<file path="config.mk">
export PLATFORM = sky130hd
export DESIGN_NAME = fib_stream_gen
export DESIGN_NICKNAME = d
export VERILOG_FILES = /design/src/rtl/fib_pkg.sv /design/src/rtl/fib_add_sat.sv /design/src/rtl/fib_stream_gen.sv
export SDC_FILE = /design/constraint.sdc
export NUM_CORES = 1
export LEC_CHECK = 0
export CELL_PAD_IN_SITES_DETAIL_PLACEMENT = 0
export CELL_PAD_IN_SITES_GLOBAL_PLACEMENT = 2
export CORE_UTILIZATION = 33
export CTS_CLUSTER_DIAMETER = 100
export DETAILED_ROUTE_END_ITERATION = 12
export PLACE_DENSITY = 0.86
export SYNTH_ARGS = -nofsm -noshare
export SYNTH_HDL_FRONTEND = slang
export SYNTH_SLANG_ARGS = --single-unit
</file>
<file path="constraint.sdc">
create_clock -name clock -period 3.9 [get_ports clock]
set_input_delay 0.585 -clock clock [delete_from_list [all_inputs] [get_ports clock]]
set_output_delay 0.585 -clock clock [all_outputs]
set_load 0.05 [all_outputs]
</file>
<file path="src/rtl/fib_pkg.sv">
// fib_pkg: shared types and constants for the Fibonacci stream generator.
//   fib_state_e : controller states (IDLE, RUN, FIN)
//   MODE_WRAP   : sums that overflow keep their low N bits
//   MODE_SAT    : sums that overflow clamp to all ones
`timescale 1ns/1ps
package fib_pkg;

  typedef enum logic [1:0] {
    IDLE = 2'd0,
    RUN  = 2'd1,
    FIN  = 2'd2
  } fib_state_e;

  localparam logic MODE_WRAP = 1'b0;
  localparam logic MODE_SAT  = 1'b1;

endpackage

</file>
<file path="src/rtl/fib_add_sat.sv">
// fib_add_sat: combinational N-bit adder with wrap or saturate overflow.
//   a, b  : addends
//   mode  : MODE_WRAP or MODE_SAT
//   sum   : low N bits of a+b, or all ones when saturating on carry
//   ovf   : carry out of the N-bit add (set in both modes)
`timescale 1ns/1ps
module fib_add_sat
  import fib_pkg::*;
#(
  parameter int N = 6
) (
  input  logic [N-1:0] a,
  input  logic [N-1:0] b,
  input  logic         mode,
  output logic [N-1:0] sum,
  output logic         ovf
);

  logic [N:0] full_sum;

  assign full_sum = {1'b0, a} + {1'b0, b};

  always_comb begin
    ovf = full_sum[N];
    sum = full_sum[N-1:0];
    if (full_sum[N] && (mode == MODE_SAT)) begin
      sum = {N{1'b1}};
    end
  end

endmodule

</file>
<file path="src/rtl/fib_stream_gen.sv">
// fib_stream_gen: streams `length` Fibonacci-style terms seeded by f0/f1.
//   clock, reset     : system clock, asynchronous active-low reset
//   start            : one-cycle request, taken only in IDLE
//   length, f0, f1,
//   mode_sat         : run parameters sampled with start
//   ready            : consumer accepts fn this cycle
//   fn, index, valid : current term, its position, term present
//   busy             : high while terms are being streamed
//   done             : one-cycle pulse once the run has finished
//   overflow         : sticky, some transferred term was wrapped/saturated
//   dbg_state        : current controller state
//
// Handshake: a term moves when valid && ready on a rising clock edge.
// Once valid is high, fn and index stay stable and valid stays high until
// that transfer happens; ready may toggle freely and never affects valid.
`timescale 1ns/1ps
module fib_stream_gen
  import fib_pkg::*;
#(
  parameter int N     = 6,
  parameter int CNT_W = 8
) (
  input  logic             clock,
  input  logic             reset,
  input  logic             start,
  input  logic [CNT_W-1:0] length,
  input  logic [N-1:0]     f0,
  input  logic [N-1:0]     f1,
  input  logic             mode_sat,
  input  logic             ready,
  output logic [N-1:0]     fn,
  output logic             valid,
  output logic [CNT_W-1:0] index,
  output logic             busy,
  output logic             done,
  output logic             overflow,
  output logic [1:0]       dbg_state
);

  localparam logic [CNT_W-1:0] CNT_ONE = {{(CNT_W-1){1'b0}}, 1'b1};

  fib_state_e       state_q, state_d;
  logic [N-1:0]     a_q, a_d, b_q, b_d;
  logic             a_ovf_q, a_ovf_d, b_ovf_q, b_ovf_d;
  logic [CNT_W-1:0] index_q, index_d, len_q, len_d;
  logic             mode_q, mode_d;
  logic             overflow_q, overflow_d;

  logic [N-1:0]     sum;
  logic             sum_ovf;

  fib_add_sat #(.N(N)) u_add (
    .a    (a_q),
    .b    (b_q),
    .mode (mode_q),
    .sum  (sum),
    .ovf  (sum_ovf)
  );

  always_comb begin
    state_d    = state_q;
    a_d        = a_q;
    b_d        = b_q;
    a_ovf_d    = a_ovf_q;
    b_ovf_d    = b_ovf_q;
    index_d    = index_q;
    len_d      = len_q;
    mode_d     = mode_q;
    overflow_d = overflow_q;
    case (state_q)
      IDLE: begin
        if (start) begin
          a_d        = f0;
          b_d        = f1;
          a_ovf_d    = 1'b0;
          b_ovf_d    = 1'b0;
          index_d    = '0;
          len_d      = length;
          mode_d     = mode_sat;
          overflow_d = 1'b0;
          state_d    = (length == '0) ? FIN : RUN;
        end
      end
      RUN: begin
        if (ready) begin
          a_d        = b_q;
          a_ovf_d    = b_ovf_q;
          b_d        = sum;
          b_ovf_d    = sum_ovf;
          // Only the term leaving now (a) contributes to the sticky flag;
          // clipped sums still waiting in b never reach the consumer.
          overflow_d = overflow_q | a_ovf_q;
          if (index_q == len_q - CNT_ONE) begin
            state_d = FIN;
          end else begin
            index_d = index_q + CNT_ONE;
          end
        end
      end
      FIN: begin
        state_d = IDLE;
      end
      default: begin
        state_d = IDLE;
      end
    endcase
  end

  always_ff @(posedge clock or negedge reset) begin
    if (!reset) begin
      state_q    <= IDLE;
      a_q        <= '0;
      b_q        <= '0;
      a_ovf_q    <= 1'b0;
      b_ovf_q    <= 1'b0;
      index_q    <= '0;
      len_q      <= '0;
      mode_q     <= MODE_WRAP;
      overflow_q <= 1'b0;
    end else begin
      state_q    <= state_d;
      a_q        <= a_d;
      b_q        <= b_d;
      a_ovf_q    <= a_ovf_d;
      b_ovf_q    <= b_ovf_d;
      index_q    <= index_d;
      len_q      <= len_d;
      mode_q     <= mode_d;
      overflow_q <= overflow_d;
    end
  end

  assign fn        = a_q;
  assign index     = index_q;
  assign valid     = (state_q == RUN);
  assign busy      = (state_q == RUN);
  assign done      = (state_q == FIN);
  assign overflow  = overflow_q;
  assign dbg_state = state_q;

endmodule
</file>
After elaboration in Yosys (flattened, before gate mapping). Index checks and enable logic that the tools add are counted.

Output and inout port bits: 20. Memories kept: 0. Memory bits (writable): 0. Bits of input ports: 25. Bits in latches: 0. Register bits: 34. Word-level logic and storage cells: 51. Memory bits (read-only): 0.

Equal/unequal tests: 7. Add/sub/neg operators: 3. Reductions and logical operators: 8. Bitwise operators: 1. Multipliers: 0. Divide/modulo/power cells: 0. Order comparisons: 0. Shift operators: 0. Multiplexer cells: 23.

Operator list (number): 2-to-1 mux 6 bit (5); 2-to-1 mux 8 bit (3); one-hot mux 6 bit (2 select lines) (2); one-hot mux 8 bit (2 select lines) (1); adder 8 x 1 -> 8 bit, second input constant (1); equality test 8 bit (1); logical NOT 8 bit (1); 2-to-1 mux 2 bit (4); subtractor 8 x 1 -> 8 bit, second input constant (1); adder 6 x 6 -> 7 bit (1); != test 2 bit, second input constant (3); one-hot mux 1 bit (2 select lines) (3); AND reduction 3 bit (2); 2-to-1 mux 1 bit (4); one-hot mux 2 bit (2 select lines) (1); AND reduction 4 bit (1); equality test 2 x 1 -> 1 bit, second input constant (1); equality test 2 bit, second input constant (1); logical NOT 2 bit (1); != test 2 x 1 -> 1 bit, second input constant (1); AND reduction 2 bit (1); nonzero test 2 bit (1); logical AND 1 bit (1); OR 1 bit (1).

Longest topological paths before layout. Gate-level depths: netlist of run 1.

Depth after elaboration: 5. Depth in mapped cells: 9. Gate-level depth less buffers: 9.

Hierarchy. A second synthesis of run 1 with hierarchy kept.

Cell total of the unflattened synthesis: 223. Area total of the unflattened synthesis: 2148.3 sq um.

Modules (own cells, without submodules): fib_stream_gen (area each 1856.8 sq um, cells each 185, times used 1, sequential area each 850.8 sq um); fib_add_sat (area each 291.5 sq um, cells each 38, times used 1, sequential area each 0.0 sq um).

Worst setup path before layout of run 1. No wires, ideal clock.

Path kind: flip-flop to output port. From: register state_q[0] (netlist: dbg_state[0]). To: output valid. Data required time: 3.315 ns. Arrival time: 2.066 ns. Slack: 1.249 ns. Stages on the path, launching flop included: 5. Buffers on the path: 3. Cells stage by stage: dfrtp_1 > nor2b_1 > buf_2 > buf_1 > buf_4.

Word-level cells in the longest chain between the ends: 1.

Ends and longest elaborated chain: from (decl) (line fib_stream_gen.sv:42) `fib_state_e state_q, state_d;`; from (signal assigned) (line fib_stream_gen.sv:121) `state_q <= state_d;`; equality test 2 x 1 -> 1 bit; to (decl) (line fib_stream_gen.sv:32) `output logic valid,`.

Every way passes these cells.

Worst setup path in the final report of run 1.
From: register len_q[0]. To: register index_q[4] (netlist: index[4]).

Word-level cells in the longest chain between the ends: 4.

Ends and longest elaborated chain: from (decl) (line fib_stream_gen.sv:45) `logic [CNT_W-1:0] index_q, index_d, len_q, len_d;`; from (signal assigned) (line fib_stream_gen.sv:127) `len_q <= len_d;`; subtractor 8 x 1 -> 8 bit (line fib_stream_gen.sv:93) `if (index_q == len_q - CNT_ONE) begin`; equality test 8 bit (line fib_stream_gen.sv:93); != test 2 bit (no source line); AND reduction 4 bit (no source line); to (signal assigned) (line fib_stream_gen.sv:126) `index_q <= index_d;`; to (decl) (line fib_stream_gen.sv:45).

Every way passes these cells. A chain may end at the register's enable or synchronous reset.

==> impl_metrics.env, run 1 <==
export IMPL_hold_viol=0
export IMPL_antenna_left=0
export IMPL_hp_start="mode_q$_DFFE_PN0P_"
export IMPL_relSlewSlack_pct=39.95
export IMPL_cts_buffer_depth=2
export IMPL_ir_drop_mv=0.3719
export IMPL_fp_dieH_um=80.42
export IMPL_ys_warn_count=0
export IMPL_place_hpwl_um=3400
export IMPL_hp_class="reg2reg"
export IMPL_final_cell_area_mm2=0.002620
export IMPL_overflow=0
export IMPL_cp_required_ns=4.08
export IMPL_syn_nets=255
export IMPL_track_usage_pct=15.99
export IMPL_cts_setup_buffers=0
export IMPL_clkSinkCount=34
export IMPL_synth_compound_area_share_pct=21.39
export IMPL_crit_slowest_cell="a311oi_2"
export IMPL_synthMuxAreaShare_pct=2.959
export IMPL_synth_xor_area_share_pct=3.884
export IMPL_reg2regPathDepth=8
export IMPL_slowest_delay_ns=0.80
export IMPL_synthFlopType="dfrtp_1"
export IMPL_r2r_end="index[4]$_DFFE_PN0P_"
export IMPL_setup_tns_final_ns=0
export IMPL_crit_buf_inv=1
export IMPL_vias_per_cell=5.156
export IMPL_drtIter0Drc=79
export IMPL_worstSetupEndpointType="flip-flop"
export IMPL_setup_viol=0
export IMPL_routed_wl_um=4661
export IMPL_start_kind="flip-flop"
export IMPL_clk_pin_slew_ns=0.07
export IMPL_path_class="reg2reg"
export IMPL_diodes=0
export IMPL_grt_start_max_net_pins=35
export IMPL_synth_top_family_by_area="compound AO/OA/AOI/OAI gates"
export IMPL_synth_distinct_cells=53
export IMPL_clk_latency_ns=0.29
export IMPL_p_leak_nw=1.104
export IMPL_yosys_area_share_adder_pct=5.919
export IMPL_fin_crit_sh_pct=70.73
export IMPL_fillCellCount=600
export IMPL_ys_seq_elements=34
export IMPL_max_freq_mhz=362.5
export IMPL_cp_max_fo=13
export IMPL_avgSynthCellArea_um2=9.183
export IMPL_cts_buffers=5
export IMPL_ios=45
export IMPL_max_slew_worst_pin_slew_ns=0.9007
export IMPL_design_die_area_mm2=0.006467
export IMPL_synthSimpleGateAreaFrac_pct=18.68
export IMPL_antenna_found_initial=0
export IMPL_rsz0062_at_grt="no"
export IMPL_maxCapViolCount=0
export IMPL_fp_dieW_um=80.42
export IMPL_syn_cell_area_mm2=0.002029
export IMPL_firstDrtPassIters=4
export IMPL_layout_min_cycle_time_ns=2.758
export IMPL_drc_errors=0
export IMPL_routed_via_count=1753
export IMPL_clockRootBuffer="clkbuf_8"
export IMPL_postSynthCellCount=221
export IMPL_critPathTopFamily="compound AO/OA/AOI/OAI gates"
export IMPL_fin_nets=298
export IMPL_cts_resized=0
export IMPL_crit_end="index[4]$_DFFE_PN0P_"
export IMPL_port_buffers=44
export IMPL_powerDensity_mw_per_mm2=845.4
export IMPL_layout_common_cells="44 x clkdlybuf4s50_1, 37 x nand2_1, 34 x dfrtp_1"
export IMPL_layout_commonest_cell="clkdlybuf4s50_1"
export IMPL_wire_per_inst_um=13.71
export IMPL_grt_pass1_wl_um=7810
export IMPL_status="finished clean"
export IMPL_async_reset_ff_share_pct=100.0
export IMPL_hold_buffers=0
export IMPL_crit_path_start="len_q[0]$_DFFE_PN0P_"
export IMPL_r2r_setup_slack_ns=1.14
export IMPL_cp_depth=8
export IMPL_cp_arrival_ns=2.94
export IMPL_crit_chain="inv_1 -> ha_1 -> or3b_4 -> nor4_1 -> o2111ai_2 -> a311oi_2 -> nor2_2 -> a32o_1"
export IMPL_htreeDepth=2
export IMPL_grt_pass1_vias=1650
export IMPL_syn_to_final_growth_pct=29.10
export IMPL_r2r_start="len_q[0]$_DFFE_PN0P_"
export IMPL_gp_congestion=0.7561
export IMPL_initial_utilization_pct=34.28
export IMPL_coreArea_mm2=0.005921
export IMPL_synth_edf_count=0
export IMPL_cts_tree="done"
export IMPL_drive_above_1_share_pct=7.925
export IMPL_dpl_cell_area_mm2=0.002529
export IMPL_finalMaxSlewViolations=0
export IMPL_rows=28
export IMPL_fin_worst_skew_ns=0.008449
export IMPL_yosysSeqAreaShare_pct=41.92
-- logic make-up (layout without fill, tap and decap cells) --
| logic type | Yosys count | count (layout) |
|---|---|---|
| simple gates | 76 | 76 |
| mux | 6 | 6 |
| fa+ha+maj | 9 | 9 |
| compound gates | 62 | 62 |
| buf+inv | 25 | 69 |
| xor+xnor | 9 | 9 |
| flops | 34 | 34 |
-- cells in the mapped netlist, types with 2 or more instances --
| cell | instances | area, µm² |
|---|---|---|
| nor4_1 | 3 | 18.77 |
| clkbuf_1 | 6 | 22.52 |
| o211ai_1 | 2 | 15.01 |
| a21o_2 | 2 | 17.52 |
| mux2i_1 | 6 | 60.06 |
| o21ai_0 | 19 | 95.09 |
| xor2_1 | 5 | 43.79 |
| nand4_1 | 4 | 25.02 |
| and2_1 | 2 | 12.51 |
| a21oi_1 | 9 | 45.04 |
| xnor2_1 | 4 | 35.03 |
| o31ai_1 | 3 | 22.52 |
| or3_1 | 2 | 12.51 |
| a21boi_0 | 2 | 15.01 |
| ha_1 | 8 | 100.1 |
| nor2_1 | 8 | 30.03 |
| a21o_1 | 2 | 15.01 |
| dfrtp_1 | 34 | 850.8 |
| a222oi_1 | 3 | 30.03 |
| inv_1 | 15 | 56.30 |
| nand2b_1 | 2 | 12.51 |
| nand2_1 | 37 | 138.9 |
| o22ai_1 | 5 | 31.28 |
| nor2b_1 | 4 | 25.02 |
| o31a_1 | 2 | 17.52 |
| nor3_1 | 4 | 20.02 |
| or4_1 | 2 | 15.01 |
-- per-layer routing --
layer	track usage [%]	vias to the layer above	share of wire [%]
met5	0	-	0
met4	5.893	0	1.5
met3	3.977	6	4.4
met2	26.86	43	49
met1	19.65	828	45
li1	-	876	-
-- worst min path at each step --
stage,slack (ns),end,cells past startpoint
finish,0.51,mode_q$_DFFE_PN0P_,2
global route,0.52,a_ovf_q$_DFFE_PN0P_,1
CTS,0.50,mode_q$_DFFE_PN0P_,2
detailed placement,0.48,mode_q$_DFFE_PN0P_,2
global placement,0.48,len_q[7]$_DFFE_PN0P_,2
floorplan,0.29,a_ovf_q$_DFFE_PN0P_,0
-- tightest hold or removal path, delay by kind of cell (launching register included) --
| kind | cells | cell delay, ns |
|---|---|---|
| DFF | 1 | 0.36 |
| and+or+nand+nor | 2 | 0.11 |
-- flip-flops by register name (all words and copies together), names as in the netlist --
| name | cells |
|---|---|
| overflow | 1 |
| a_ovf_q | 1 |
| dbg_state | 2 |
| len_q | 8 |
| b_q | 6 |
| index | 8 |
| fn | 6 |
| b_ovf_q | 1 |
| mode_q | 1 |
-- stage by stage --
step / hold WS (ns) / power [mW] / setup WS (ns) / instances / utilization, %
5_1_grt: 0.5213 / 2.412 / 0.9021 / 340 / 44.25
3_3_place_gp: 0.4847 / 1.954 / 1.175 / 332 / 42.71
2_1_floorplan: 0.2894 / 1.614 / 1.249 / 221 / -
3_5_place_dp: 0.4757 / 1.961 / 1.144 / 332 / 42.71
6_report: 0.5051 / 2.215 / 1.142 / 340 / 44.25
4_1_cts: 0.5014 / 2.244 / 1.114 / 340 / 44.25
-- where the power goes --
group	internal, mW	switching [mW]	total, mW
clock	0.142	0.127	0.269
sequential	0.502	0.165	0.666
combinational	0.518	0.762	1.28
-- cell type report --
cell class	count	area [µm²]	share of cell area [%]
tap	75	93.84	3.582
multi-input combinational	162	1072	40.93
clock inverter	1	5.005	0.1910
timing repair buffer	46	455.4	17.38
sequential	34	850.8	32.47
clock buffer	7	86.33	3.295
inverter	15	56.30	2.149
Note: power is estimated with default switching activity, not from simulation.
==> run 2, diff against run 1 <==
- CORE_UTILIZATION: 33 -> 27
- PLACE_DENSITY: 0.86 -> 0.75
- clock period: 3.9 -> 2.3 ns (I/O delays scaled with it)
==> run 2 against run 1 <==
Compared with the run above: the flow now finishes with violations (negative setup slack); register-to-register slack got worse by 1.2 ns; worst setup slack got worse by 1.2 ns; fmax is 19% higher; worst hold slack worse by 0.032 ns; count of clock-buffer cells in the layout decreased by 1; clock power grew 61%; via count increased by 5.4%; core utilization fell by 4.1 points; combinational power increased by 100%; power rose by 88%; critical path type unchanged; largest power group unchanged.
==> impl_metrics.env, run 2 (same netlist as run 1, synthesis figures left out) <==
export IMPL_status="finished with violations"
export IMPL_violations="negative setup slack"
export IMPL_ios=45
export IMPL_cts_tree="done"
export IMPL_crit_chain="inv_2 -> ha_4 -> or3b_4 -> o31a_1 -> o2111ai_2 -> a311oi_2 -> buf_4 -> or3_1 -> a32o_1"
export IMPL_fp_dieW_um=88.70
export IMPL_maxCapViolCount=0
export IMPL_port_buffers=44
export IMPL_final_cell_area_mm2=0.002913
export IMPL_placed_cells=374
export IMPL_relSlewSlack_pct=66.22
export IMPL_syn_to_final_growth_pct=43.53
export IMPL_routed_via_count=1847
export IMPL_antenna_left=0
export IMPL_firstDrtPassIters=6
export IMPL_fin_cells=387
export IMPL_layout_commonest_cell="clkdlybuf4s50_1"
export IMPL_fp_dieH_um=88.70
export IMPL_cp_arrival_ns=2.49
export IMPL_wire_per_inst_um=13.75
export IMPL_overflow=0
export IMPL_rows=31
export IMPL_clockRootBuffer="clkbuf_8"
export IMPL_layout_common_cells="42 x clkdlybuf4s50_1, 37 x nand2_1, 34 x dfrtp_1"
export IMPL_rsz0062_at_grt="yes"
export IMPL_dpl_cell_area_mm2=0.002714
export IMPL_max_freq_mhz=431.0
export IMPL_antenna_found_initial=0
export IMPL_drive_above_1_share_pct=19.10
export IMPL_critPathTopFamily="compound AO/OA/AOI/OAI gates"
export IMPL_htreeDepth=2
export IMPL_max_slew_worst_pin_slew_ns=0.5051
export IMPL_cts_buffers=5
export IMPL_path_class="reg2reg"
export IMPL_vias_per_cell=4.773
export IMPL_gp_congestion=0.7613
export IMPL_grt_pass1_vias=1881
export IMPL_cp_max_fo=7
export IMPL_grt_start_max_net_pins=35
export IMPL_fin_worst_skew_ns=0.002887
export IMPL_hp_class="in2async"
export IMPL_drc_errors=0
export IMPL_p_leak_nw=1.246
export IMPL_grt_pass1_wl_um=8838
export IMPL_drtIter0Drc=88
export IMPL_powerDensity_mw_per_mm2=1426
export IMPL_fin_nets=323
export IMPL_cts_buffer_depth=2
export IMPL_place_hpwl_um=3911
export IMPL_setup_slack_ns=-0.02036
export IMPL_track_usage_pct=15.01
export IMPL_hold_viol=0
export IMPL_design_die_area_mm2=0.007867
export IMPL_final_core_util_pct=40.16
export IMPL_clk_latency_ns=0.28
export IMPL_fin_crit_sh_pct=100.9
export IMPL_crit_slowest_cell="dfrtp_1"
export IMPL_cp_required_ns=2.47
export IMPL_initial_utilization_pct=27.98
export IMPL_diodes=0
export IMPL_worstSetupEndpointType="flip-flop"
export IMPL_finalMaxSlewViolations=0
export IMPL_coreArea_mm2=0.007253
export IMPL_setup_tns_final_ns=-0.02310
export IMPL_setup_viol=2
export IMPL_hold_buffers=0
export IMPL_crit_buf_inv=2
export IMPL_routed_wl_um=5321
export IMPL_ir_drop_mv=0.8921
export IMPL_clkSinkCount=34
export IMPL_layout_min_cycle_time_ns=2.320
export IMPL_start_kind="flip-flop"
export IMPL_clk_pin_slew_ns=0.07
export IMPL_slowest_delay_ns=0.39
run 2: changes by cell type in the layout (fill, tap and decap cells not counted), moves of 2 or more:
cell and change:
buf_12 +2, buf_4 +24, clkdlybuf4s50_1 -2, inv_1 -2, inv_2 +2, nor4_4 +2
o21ai_0 -2, o21ai_1 +2
run 2: area by class of cell:
class,instances,area [µm²]
timing repair buffer,71,666.9
sequential,34,850.8
inverter,15,56.30
fill,729,4340
clock buffer,6,82.58
tap,99,123.9
multi-input combinational,162,1132
run 2: through the flow:
stage / total power, mW / hold slack, ns / setup slack, ns
final: 4.155 / 0.4730 / -0.02036
after global routing: 4.507 / 0.5272 / -0.09582
after CTS: 4.109 / 0.4900 / -0.04313
after detailed placement: 3.566 / 0.4808 / -0.1314
after global placement: 3.542 / 0.4785 / -0.07542
after floorplan: 2.746 / 0.04941 / 0.03279
run 2: routing by layer:
metal / GRT usage (%) / wire length, µm
met5: 0 / 0
met4: 5.279 / 80
met1: 19.11 / 2486
met3: 2.985 / 238
met2: 25.31 / 2515
run 2: what timing repair did:
action	4_1_cts	5_1_grt
pin swaps	10	7
setup endpoints to repair	10	16
resized for setup	9	9
gates cloned	1	0
buffers inserted	1	5
run 2: worst paths after layout:
check	start	endpoint	slack (ns)	depth (start not counted)
max	len_q[1]$_DFFE_PN0P_	index[4]$_DFFE_PN0P_	-0.02	9
min	reset	fn[5]$_DFFE_PN0P_	0.47	2
max reg2reg	len_q[1]$_DFFE_PN0P_	index[4]$_DFFE_PN0P_	-0.02	9
min reg2reg	b_ovf_q$_DFFE_PN0P_	a_ovf_q$_DFFE_PN0P_	0.49	1
max in group asynchronous	reset	len_q[3]$_DFFE_PN0P_	1.50	2
min in group clock	b_ovf_q$_DFFE_PN0P_	a_ovf_q$_DFFE_PN0P_	0.49	1
run 2: power breakdown:
part,internal (mW),switching (mW)
sequential,0.850,0.267
clock,0.231,0.202
combinational,1.16,1.45
==> RTL edit 1: new RTL, flow settings as in run 1 <==
`N` is set to 6 in 2 places; all go to 3.
--- a/src/rtl/fib_add_sat.sv
+++ b/src/rtl/fib_add_sat.sv
@@ -7,7 +7,7 @@
 module fib_add_sat
   import fib_pkg::*;
 #(
-  parameter int N = 6
+  parameter int N = 3
 ) (
   input  logic [N-1:0] a,
   input  logic [N-1:0] b,
--- a/src/rtl/fib_stream_gen.sv
+++ b/src/rtl/fib_stream_gen.sv
@@ -17,7 +17,7 @@
 module fib_stream_gen
   import fib_pkg::*;
 #(
-  parameter int N     = 6,
+  parameter int N     = 3,
   parameter int CNT_W = 8
 ) (
   input  logic             clock,
Interface: changed (resized f0, f1 and fn); port bits go from 45 to 36. The function was not compared with the original's and may differ.
==> RTL edit 1 against run 1 <==
- register-to-register slack better by 120 ps
- setup slack worse by 230 ps
- sequential cell count is 6 lower
- area after synthesis is 18% lower
- first-iteration DRC count is 52% lower
- synthesized cell count is 21% lower
- total power is 27% lower
- wire length is 14% lower
- count of clock-buffer cells in the layout is 4 lower
- cell area is 19% lower
- core utilization is 0.088 points higher
- maximum frequency is 7.7% lower
- largest cell class unchanged
==> RTL edit 1: results (changes against run 1) <==
first-pass GRT wire length: 6.603 mm (-15%)
Area contributors post-synth: dfrtp_1 (42%), nand2_1 (4.5%), ha_1 (3.7%)
Reg-to-Reg End: index[6]
input/output buffers: 35 (-20%)
syn_nets: 200 (-22%)
Top delay family on crit path: buffers and inverters
CP Max Fanout: 12 (-1)
largest net degree at the start of global routing: 29 (-17%)
Worst-path clk slew: 90 ps (+20 ps)
adder-cell share of the synthesized area: 4.944% (-0.97 points)
pre-CTS setup slack: 1181 ps (+37.08 ps)
Wirelength per Cell: 14.57 um (+6.3%)
Final Hold Slack: 508.6 ps (+3.459 ps)
Setup crit end: valid
Synth Area in Compound Gates: 14.46% (-6.9 points)
number of global-route vias before repair: 1,465 (-11%)
Slew HR: 41.77% (+1.8 points)
Seq/Total Area, Yosys: 41.95% (about the same)
Pleak: 0.8863 nW (-20%)
Critical Path Source: dbg_state[0]
Pint: 842.6 uW (-27%)
r2r setup slk: 1260 ps (+120 ps)
Max VDD drop: 500.2 uV (+35%)
XOR/XNOR Fraction of Synth Area: 4.195% (+0.31 points)
dpl cell area: 2081 um^2 (-18%)
clock-net power: 161 uW (-40%)
Worst Skew: 4.349 ps (-4.100 ps)
Post-Syn Instances: 175 (-21%)
slowest stage delay, CP: 950 ps (+150 ps)
HPWL after DPL: 2.985 mm (-12%)
fin crit period: 2988 ps (+229.9 ps)
average vias per placed instance: 5.138 (-0.34%)
Seq pwr share: 33.1% (+3.0 points)
Worst Min Path Start: b_ovf_q
gr usage total: 16.09% (+0.10 points)
H-tree Lvls: 1 (-1)
status: finished, final reports clean
-- RTL edit 1: changes by cell type after synthesis, moves of 5 or more --
cell / change
a21oi_1: -5
dfrtp_1: -6
nand2_1: -17
mux2_2: +5
mux2i_1: -5
o21ai_0: -8
inv_1: -6
nand3_1: +6
-- RTL edit 1: area by class of cell --
type | instances | area (um^2)
Sequential cell | 28 | 700.7
Timing Repair Buffer | 37 | 365.4
Fill cell | 473 | 2664
Multi-Input combinational cell | 131 | 897.1
Clock buffer | 3 | 41.29
Tap cell | 67 | 83.83
Inverter | 9 | 33.78
-- RTL edit 1: layer usage --
metal | track usage (%) | part of all wire [%] | vias up
li1 | - | - | 690
met1 | 20.42 | 47 | 690
met2 | 27.57 | 48 | 29
met3 | 2.486 | 3.8 | 4
met4 | 5.882 | 0.72 | 0
met5 | 0 | 0 | -
==> RTL edit 2: new RTL, settings of run 1 <==
Without the edit above. Take the reset off `a_q` and load it in a clocked block of its own.
--- a/src/rtl/fib_stream_gen.sv
+++ b/src/rtl/fib_stream_gen.sv
@@ -109,7 +109,6 @@
   always_ff @(posedge clock or negedge reset) begin
     if (!reset) begin
       state_q    <= IDLE;
-      a_q        <= '0;
       b_q        <= '0;
       a_ovf_q    <= 1'b0;
       b_ovf_q    <= 1'b0;
@@ -119,7 +118,6 @@
       overflow_q <= 1'b0;
     end else begin
       state_q    <= state_d;
-      a_q        <= a_d;
       b_q        <= b_d;
       a_ovf_q    <= a_ovf_d;
       b_ovf_q    <= b_ovf_d;
@@ -128,6 +126,10 @@
       mode_q     <= mode_d;
       overflow_q <= overflow_d;
     end
+  end
+
+  always_ff @(posedge clock) begin
+    a_q <= a_d;
   end
 
   assign fn        = a_q;
Formal check against the unedited RTL: not equivalent (a bounded check fails within 4 cycles, from zero or initial values and one cycle with reset low).
==> RTL edit 2 against run 1 <==
- cell area grew 0.86%
- total power increased by 9.8%
- setup slack better by 38 ps
- via count decreased by 2.3%
- area after synthesis increased by 2.1%
- wire length rose by 3.9%
- sequential power is 8.4% higher
- sequential cell count is the same
- clock power shrank 6%
- non-clock buffer count stayed put
- largest power group unchanged
==> RTL edit 2: results (changes against run 1) <==
Max VDD drop: 413.5 uV (+11%)
layout cells sized above 1: 9.363% (+1.4 points)
slowest stage delay, CP: 900 ps (+100 ps)
status: finished, final reports clean
CTS max path bufs: 2 (unchanged)
First DRT Iteration DRCs: 60 (-24%)
synth unique cells: 54 (+1.9%)
Pleak: 1.119 nW (+1.4%)
f_max: 367.6 MHz (+1.4%)
HPWL after DPL: 3.606 mm (+6.1%)
syn_nets: 257 (+0.78%)
Post-synth EDFFs: 6 (+6)
cts repair resizes: 0 (unchanged)
CP Max Fanout: 7 (-6)
Fillers: 596 (-0.67%)
via count: 1,712 (-2.3%)
slowest cell on the critical path: clkdlybuf4s50_1
pre-CTS setup slack: 1251 ps (+106.8 ps)
worst hold path class: flop to flop
first-pass GRT wire length: 7.741 mm (-0.88%)
Area contributors post-synth: dfrtp_1 (34%), edfxtp_1 (8.7%), nand2_1 (8.0%)
Slew @ Worst Pin: 507.1 ps (-393.6 ps)
gr usage total: 15.89% (-0.10 points)
Diodes inserted: 0 (unchanged)
largest net degree at the start of global routing: 29 (-17%)
GPL Wtd Cong: 0.7441 (-1.6%)
CP arrival: 2140 ps (-800 ps)
Total Nets Final: 300 (+0.67%)
number of global-route vias before repair: 1,560 (-5.5%)
r2r setup slk: 1570 ps (+430 ps)
Seq/Total Area, Yosys: 42.51% (+0.59 points)
Worst Skew: 7.017 ps (-1.433 ps)
async set or reset register ratio after synthesis: 82.35% (-18 points)
Routed WL: 4.842 mm (+3.9%)
most frequent cells after synthesis: nand2_1 (44), dfrtp_1 (28), inv_1 (10), xnor2_1 (10)
RTL edit 2: cell types whose count changed after synthesis, moves of 6 or more:
cell      before  now
mux2i_1        6    0
o21ai_1        0    8
nand2_1       37   44
xnor2_1        4   10
edfxtp_1       0    6
o21ai_0       19    8
dfrtp_1       34   28
RTL edit 2: path summary, 6_finish.rpt:
| kind | end | startpoint | depth (start not counted) |
|---|---|---|---|
| min reg2reg | mode_q | mode_q | 2 |
| min in group asynchronous | len_q[7] | reset | 2 |
| max reg2reg | index[7] | len_q[0] | 8 |
| min | mode_q | mode_q | 2 |
| max in group asynchronous | index[7] | reset | 2 |
| max | valid | dbg_state[1] | 2 |
RTL edit 2: final cells by class:
cell class	count	area (um^2)	area share (%)
Clock inverter	2	8.758	0.3314
Sequential cell	34	880.8	33.33
Multi-Input combinational cell	166	1080	40.86
Inverter	13	51.30	1.941
Timing Repair Buffer	46	455.4	17.23
Clock buffer	6	72.57	2.746
Tap cell	75	93.84	3.551
RTL edit 2: where the power goes:
group          switching (mW)  leakage [nW]  total (mW)  internal [mW]
clock network           0.130        0.0426       0.253          0.123
registers               0.185         0.408       0.722          0.537
logic                   0.866         0.669        1.46          0.591
RTL edit 2: stage by stage:
| step | total power [mW] | area, um^2 | hold slack [ps] | cells |
|---|---|---|---|---|
| CTS | 2.452 | 2643 | 498.2 | 342 |
| floorplan | 1.809 | 2072 | 289.4 | 223 |
| global route | 2.625 | 2643 | 529.7 | 342 |
| detailed placement | 2.193 | 2561 | 481.5 | 334 |
| finish | 2.433 | 2643 | 497.1 | 342 |
| global placement | 2.188 | 2561 | 492.0 | 334 |
RTL edit 2: logic make-up after synthesis:
logic type / count (synthesis) / synth area share, %
AO/OA/AOI/OAI: 52 / 16.30
AND/OR/NAND/NOR: 86 / 21.26
flip-flops: 34 / 42.51
XOR/XNOR: 13 / 5.495
buffers and inverters: 23 / 5.375
adder cells (fa/ha/maj): 9 / 5.797
multiplexers: 6 / 3.261
RTL edit 2: worst max-delay path: cells and delay by family (launching register included):
family | cells | cell delay [ps]
simple gates | 1 | 460
flops | 1 | 480
buf+inv | 1 | 900
RTL edit 2: per-layer routing:
metal | up-vias | wire length [um] | GRT usage, %
met5 | - | 0 | 0
met4 | 0 | 96 | 6.429
met3 | 9 | 134 | 3.483
met2 | 25 | 2132 | 23.70
met1 | 804 | 2479 | 22.11
li1 | 874 | - | -
